[config.mk]
export PLATFORM = sky130hd
export DESIGN_NAME = pipe_reg_execute
export DESIGN_NICKNAME = d
export VERILOG_FILES = /design/src/rtl/pipe_reg_execute.sv
export SDC_FILE = /design/constraint.sdc
export NUM_CORES = 1
export LEC_CHECK = 0
export CELL_PAD_IN_SITES_DETAIL_PLACEMENT = 2
export CELL_PAD_IN_SITES_GLOBAL_PLACEMENT = 2
export CORE_MARGIN = 2
export CORE_UTILIZATION = 22
export DETAILED_ROUTE_END_ITERATION = 10
export HOLD_SLACK_MARGIN = 0.05
export PLACE_DENSITY = 0.87
export RECOVER_POWER = 50
export SYNTH_ARGS = -nofsm -noshare
export SYNTH_HDL_FRONTEND = slang
export SYNTH_SLANG_ARGS = --single-unit
export TNS_END_PERCENT = 100
[constraint.sdc]
create_clock -name clk -period 1.9 [get_ports clk]
set_input_delay 0.19 -clock clk [delete_from_list [all_inputs] [get_ports clk]]
set_output_delay 0.19 -clock clk [all_outputs]
set_load 0.005 [all_outputs]
[src/rtl/pipe_reg_execute.sv]
// pipe_reg_execute: decode-to-execute pipeline register for the vector CPU.
// Moves opcode, scalar and vector operands, immediate and write-back index
// across the stage boundary with a valid/ready handshake. State changes on the
// falling clock edge. Flush inserts a NOP bubble. A saturating counter records
// the cycles in which the held instruction was not consumed.
// Build option: define PIPE_REG_EXECUTE_SKID_EN to add a second skid entry.
// This makes in_ready a registered signal, so it no longer depends on out_ready.
module pipe_reg_execute #(
   parameter int unsigned XLEN   = 32,
   parameter int unsigned IMM_W  = 8,
   parameter int unsigned LANES  = 4,
   parameter int unsigned ELEM_W = 16,
   parameter int unsigned WB_W   = 3,
   parameter logic [4:0]  NOP_OP = 5'b11110
) (
   input  logic                    clk,
   input  logic                    reset_n,
   input  logic                    flush,
   input  logic                    in_valid,
   output logic                    in_ready,
   input  logic [4:0]              d_opcode,
   input  logic [XLEN-1:0]         d_reg1_data,
   input  logic [XLEN-1:0]         d_reg2_data,
   input  logic [IMM_W-1:0]        d_immediate,
   input  logic [LANES*ELEM_W-1:0] d_vec1_data,
   input  logic [LANES*ELEM_W-1:0] d_vec2_data,
   input  logic [WB_W-1:0]         d_wb_register,
   output logic                    out_valid,
   input  logic                    out_ready,
   output logic [4:0]              q_opcode,
   output logic [XLEN-1:0]         q_reg1_data,
   output logic [XLEN-1:0]         q_reg2_data,
   output logic [IMM_W-1:0]        q_immediate,
   output logic [LANES*ELEM_W-1:0] q_vec1_data,
   output logic [LANES*ELEM_W-1:0] q_vec2_data,
   output logic [WB_W-1:0]         q_wb_register,
   output logic [15:0]             stall_count
);

   localparam int unsigned VW = LANES * ELEM_W;
   localparam int unsigned PW = 5 + 2 * XLEN + IMM_W + 2 * VW + WB_W;
   // An empty stage shows the NOP opcode and a zero payload.
   localparam logic [PW-1:0] EMPTY_PL = {NOP_OP, {(PW-5){1'b0}}};

   logic [PW-1:0] d_pl_s;
   logic [PW-1:0] main_q;
   logic [PW-1:0] main_d;
   logic          valid_q;
   logic          valid_d;
   logic          rdy_en_q;
   logic [15:0]   stall_q;
   logic [15:0]   stall_d;
   logic          in_xfer_s;
   logic          out_xfer_s;

   assign d_pl_s = {d_opcode, d_reg1_data, d_reg2_data, d_immediate,
                    d_vec1_data, d_vec2_data, d_wb_register};

   assign {q_opcode, q_reg1_data, q_reg2_data, q_immediate,
           q_vec1_data, q_vec2_data, q_wb_register} = main_q;
   assign out_valid   = valid_q;
   assign stall_count = stall_q;

`ifdef PIPE_REG_EXECUTE_SKID_EN
   logic [PW-1:0] skid_q;
   logic [PW-1:0] skid_d;
   logic          skid_valid_q;
   logic          skid_valid_d;

   // in_ready depends only on state and flush. out_ready is not used here.
   assign in_ready = rdy_en_q & ~skid_valid_q & ~flush;
`else
   // A single register can accept when it is empty or is being drained.
   assign in_ready = rdy_en_q & (~valid_q | out_ready) & ~flush;
`endif

   assign in_xfer_s  = in_valid & in_ready;
   assign out_xfer_s = valid_q & out_ready;

   // Next-state logic: flush, then fill and drain of the stage entries, then the stall counter.
   always_comb begin
      main_d  = main_q;
      valid_d = valid_q;
`ifdef PIPE_REG_EXECUTE_SKID_EN
      skid_d       = skid_q;
      skid_valid_d = skid_valid_q;
`endif
      if (valid_q && !out_ready && !flush && (stall_q != 16'hFFFF)) begin
         stall_d = stall_q + 16'd1;
      end else begin
         stall_d = stall_q;
      end

      if (flush) begin
         main_d  = EMPTY_PL;
         valid_d = 1'b0;
`ifdef PIPE_REG_EXECUTE_SKID_EN
         skid_valid_d = 1'b0;
`endif
      end else begin
`ifdef PIPE_REG_EXECUTE_SKID_EN
         if (out_xfer_s) begin
            if (skid_valid_q) begin
               // A full skid entry blocks input, so only the older skid entry moves to main.
               main_d       = skid_q;
               valid_d      = 1'b1;
               skid_valid_d = 1'b0;
            end else if (in_xfer_s) begin
               main_d  = d_pl_s;
               valid_d = 1'b1;
            end else begin
               main_d  = EMPTY_PL;
               valid_d = 1'b0;
            end
         end else if (in_xfer_s) begin
            if (valid_q) begin
               skid_d       = d_pl_s;
               skid_valid_d = 1'b1;
            end else begin
               main_d  = d_pl_s;
               valid_d = 1'b1;
            end
         end else begin
            main_d  = main_q;
            valid_d = valid_q;
         end
`else
         if (in_xfer_s) begin
            main_d  = d_pl_s;
            valid_d = 1'b1;
         end else if (out_xfer_s) begin
            main_d  = EMPTY_PL;
            valid_d = 1'b0;
         end else begin
            main_d  = main_q;
            valid_d = valid_q;
         end
`endif
      end
   end

   // Stage state register. It updates on the falling edge and resets asynchronously.
   always_ff @(negedge clk or negedge reset_n) begin
      if (!reset_n) begin
         main_q   <= EMPTY_PL;
         valid_q  <= 1'b0;
         stall_q  <= 16'd0;
         rdy_en_q <= 1'b0;
      end else begin
         main_q   <= main_d;
         valid_q  <= valid_d;
         stall_q  <= stall_d;
         rdy_en_q <= 1'b1;
      end
   end

`ifdef PIPE_REG_EXECUTE_SKID_EN
   // Skid entry register. It holds the instruction accepted while main is stalled.
   always_ff @(negedge clk or negedge reset_n) begin
      if (!reset_n) begin
         skid_q       <= {PW{1'b0}};
         skid_valid_q <= 1'b0;
      end else begin
         skid_q       <= skid_d;
         skid_valid_q <= skid_valid_d;
      end
   end
`endif

endmodule

; Word level (Yosys, flattened, before mapping)
; Cells that the tools add are included.
[op_classes]
add_sub_neg = 1
n_eq_ne = 1
mux = 6
bitwise_logic = 7
n_reduce_logical = 6
[ops]
columns = cell, count
row1 = 208-bit 2-to-1 mux, 3
row2 = 16-bit by 1-bit adder with 16-bit output (second input constant), 1
row3 = 16-bit inequality test (second input constant), 1
row4 = 1-bit AND, 4
row5 = 1-bit logical AND, 3
row6 = 1-bit 2-to-1 mux, 3
row7 = 3-bit nonzero test, 1
row8 = 1-bit zero test, 2
row9 = 1-bit inverter, 2
row10 = 1-bit OR, 1
[totals]
regBits = 226
in_bits = 213
out_inout_bits = 226
wordCells = 25

; Longest topological paths before layout
[logic_depth]
ltp_word = 7
mapped_depth = 7
mapped_depth_nobuf = 5

==> key figures <==
Timing
  • Max Slew Vio Count: 0
  • RSZ-0062 raised after global routing: yes
  • Final setup violation count: 539
  • Slew headroom: 19.23%
  • Final worst slack: -0.7458 ns
  • Worst-Margin Slew: 1.212 ns
  • Post-Route Skew: 0.06219 ns
  • Worst hold slack: 0.4529 ns
  • Final Hold Fails: 0

Drt
  • Initial DRC Count: 277
  • Vias: 9,060
  • Initial DRT Pass Iterations: 4
  • Wire per inst: 27.91 µm
  • WL final: 53.20 mm
  • Vias/cell: 4.753
  • Antenna Nets Post-Route: 0
  • # DRC: 0

Critical path
  • Crit path max-delay cell type: dfrtn_1
  • Worst setup path class: register to output port
  • Worst Setup End Kind: output port
  • Worst path buffer plus inverter count: 2
  • Most numerous cell on the critical path: buf_6
  • Slowest cell delay on critical path: 0.37 ns
  • Cell family with most CP delay: flip-flops
  • Startpoint Class: register
  • Crit-path max FO: 2
  • Worst-path cell chain: nor2b_4, nor3b_4, buf_6, buf_6
  • Worst Path Required: 1.71 ns
  • Worst path arrival time: 2.46 ns

Die
  • Std-Cell Rows: 70
  • Die Wd: 197.1 µm
  • Die height: 197.1 µm
  • Core area: 0.03670 mm²
  • Starting Density: 22.35%
  • # IOs: 439
  • Die area: 0.03883 mm²

Global routing
  • Initial antenna violation count: 5
  • GRT Resource Usage Total: 23.59%
  • Grt ovf: 0
  • First-pass GRT wire length: 68.56 mm
  • Largest net degree at the start of global routing: 59
  • Vias in the first global route: 10.03k

Synthesis
  • Net Count, Synth: 760
  • Mapped Cells: 546
  • Synth unique cells: 33
  • Sequential element share of the synthesized area: 69.03%
  • Largest area contributor in the netlist: dfrtn_1
  • Syn Area/Cell: 15.02 µm²
  • Yosys reg bits: 226
  • Largest cells by area after synthesis: dfrtn_1 68%, a22o_1 22%, buf_4 1.6%
  • Synthesized area: 0.008200 mm²
  • Warnings, synthesis: 0
  • Synth top area share: 67.74%

Placed design
  • Count of buffers from port buffering: 438
  • Dpl hpwl: 28.54 mm
  • Dpl ws: -1.015 ns
  • GPL Wtd Cong: 0.7689
  • Dpl cell area: 0.01469 mm²

Clocking
  • CTS Sinks: 226
  • CTS tree: built
  • Worst-skew pair later-pin latency: 0.62 ns
  • CTS Buf Count: 28
  • Clk slew on worst S/H paths: 0.05 ns
  • CTS max path bufs: 3
  • Cts hold-fix bufs: 0
  • Root buffer cell: clkbuf_16
  • CTS H-tree lvls: 1

Final layout
  • Share of layout cells above drive strength 1: 52.75%
  • Fin util: 46.91%
  • NumNets Final: 1,628
  • Synth-to-Final Area Change: 109.9%
  • Final Cell Area: 0.01722 mm²

Power and ir drop
  • Tot Pwr: 0.01370 W
  • Leak: 9.173 nW
  • Pwr/cell area: 795.6 mW/mm²
  • Worst vdd ir: 849.8 µV

Run status
  • Failing checks: setup timing
  • Outcome: finished with violations

Flow run
  • Max_cap viols: 0

Hold path
  • Min-delay worst type: register to register
[power breakdown]
group / internal, W / total, W / switching [W]
sequential: 0.00511 / 0.00530 / 0.000192
clock: 0.00347 / 0.00582 / 0.00235
combinational: 0.00153 / 0.00258 / 0.00105
[state kept, by name, summed over array words and instances, names as in the netlist]
name	count
main_q	208
stall_count	16
out_valid	1
rdy_en_q	1
[what timing repair did]
| action | 4_1_cts | 5_1_grt |
|---|---|---|
| cloned | 18 | 0 |
| setup buffers | 130 | 117 |
| resized for setup | 991 | 73 |
| setup endpoints to repair | 451 | 447 |
| pin swaps | 149 | 37 |
[final cells by class]
class / count / area (µm²)
antenna: 3 / 7.507
timing repair buffer: 881 / 7426
multi-input combinational: 272 / 2534
clock inverter: 10 / 70.07
tap: 468 / 585.6
clock buffer: 45 / 928.4
fill: 3588 / 19480
inverter: 1 / 3.754
sequential: 226 / 5660
[layout by cell type (no fill, tap or decap), drive strengths merged, types with 3 or more instances in the layout]
master / instances
buf: 662
dfrtn: 222
clkdlybuf4s50: 208
a22o: 204
clkbuf: 53
xor2: 12
nor2: 10
nand2: 7
nand4: 7
inv: 6
o22a: 4
dfstp: 4
nand3: 4
diode: 3
nor3: 3
clkinv: 3
[layer usage]
layer / track usage [%] / vias up / share of wire [%]
li1: - / 3836 / -
met1: 25.57 / 4688 / 36
met2: 44.01 / 411 / 53
met3: 6.471 / 121 / 6.7
met4: 8.104 / 4 / 3.8
met5: 0 / - / 0.051
[per-stage QoR]
| step | TNS [ns] | instances |
|---|---|---|
| global placement | -226.73 | 1603 |
| floorplan | -52.81 | 546 |
| detailed placement | -244.29 | 1603 |
| global route | -147.71 | 1905 |
| finish | -112.96 | 1906 |
| CTS | -107.31 | 1804 |
[synthesized netlist by cell type]
cell and instances:
xor2_1 12, xnor2_1 2, mux2_2 1, and2_1 1, conb_1 1, nand2_1 7, and4_1 2, a21oi_1 1
buf_4 17, o41ai_4 1, or2_2 1, nand4_1 5, o21ai_0 1, mux2_4 1, a22o_1 204, nor3b_2 2
nand3_1 4, nor3_1 3, nor2b_1 1, nand4_2 1, ha_1 1, o21a_1 1, inv_1 2, o2111ai_1 1
buf_2 9, nand4_4 1, nor4_1 1, dfstp_2 4, o22a_1 4, clkbuf_1 20, nor2_1 10, and3_1 2
dfrtn_1 222
[worst paths after layout]
check                               start              end  slack, ns  depth (start not counted)
worst max-delay path            out_valid         in_ready      -0.75                          4
max in group asynchronous         reset_n       main_q[77]      -0.16                          3
worst min register to register  main_q[2]        main_q[2]       0.45                          1
min in group asynchronous         reset_n      main_q[157]       0.73                          1
worst min-delay path            main_q[2]        main_q[2]       0.45                          1
worst max register to register  out_valid  stall_count[12]      -0.11                          8
[kinds of logic after synthesis]
family,count (synthesis),synth area share (%)
mux,2,0.3204
simple gates,41,2.975
compound gates,213,22.87
buf+inv,48,3.113
xor+xnor,14,1.495
flops,226,69.03
other cells,1,0.04573
fa+ha+maj,1,0.1526
Note: power is estimated with default switching activity, not from simulation.
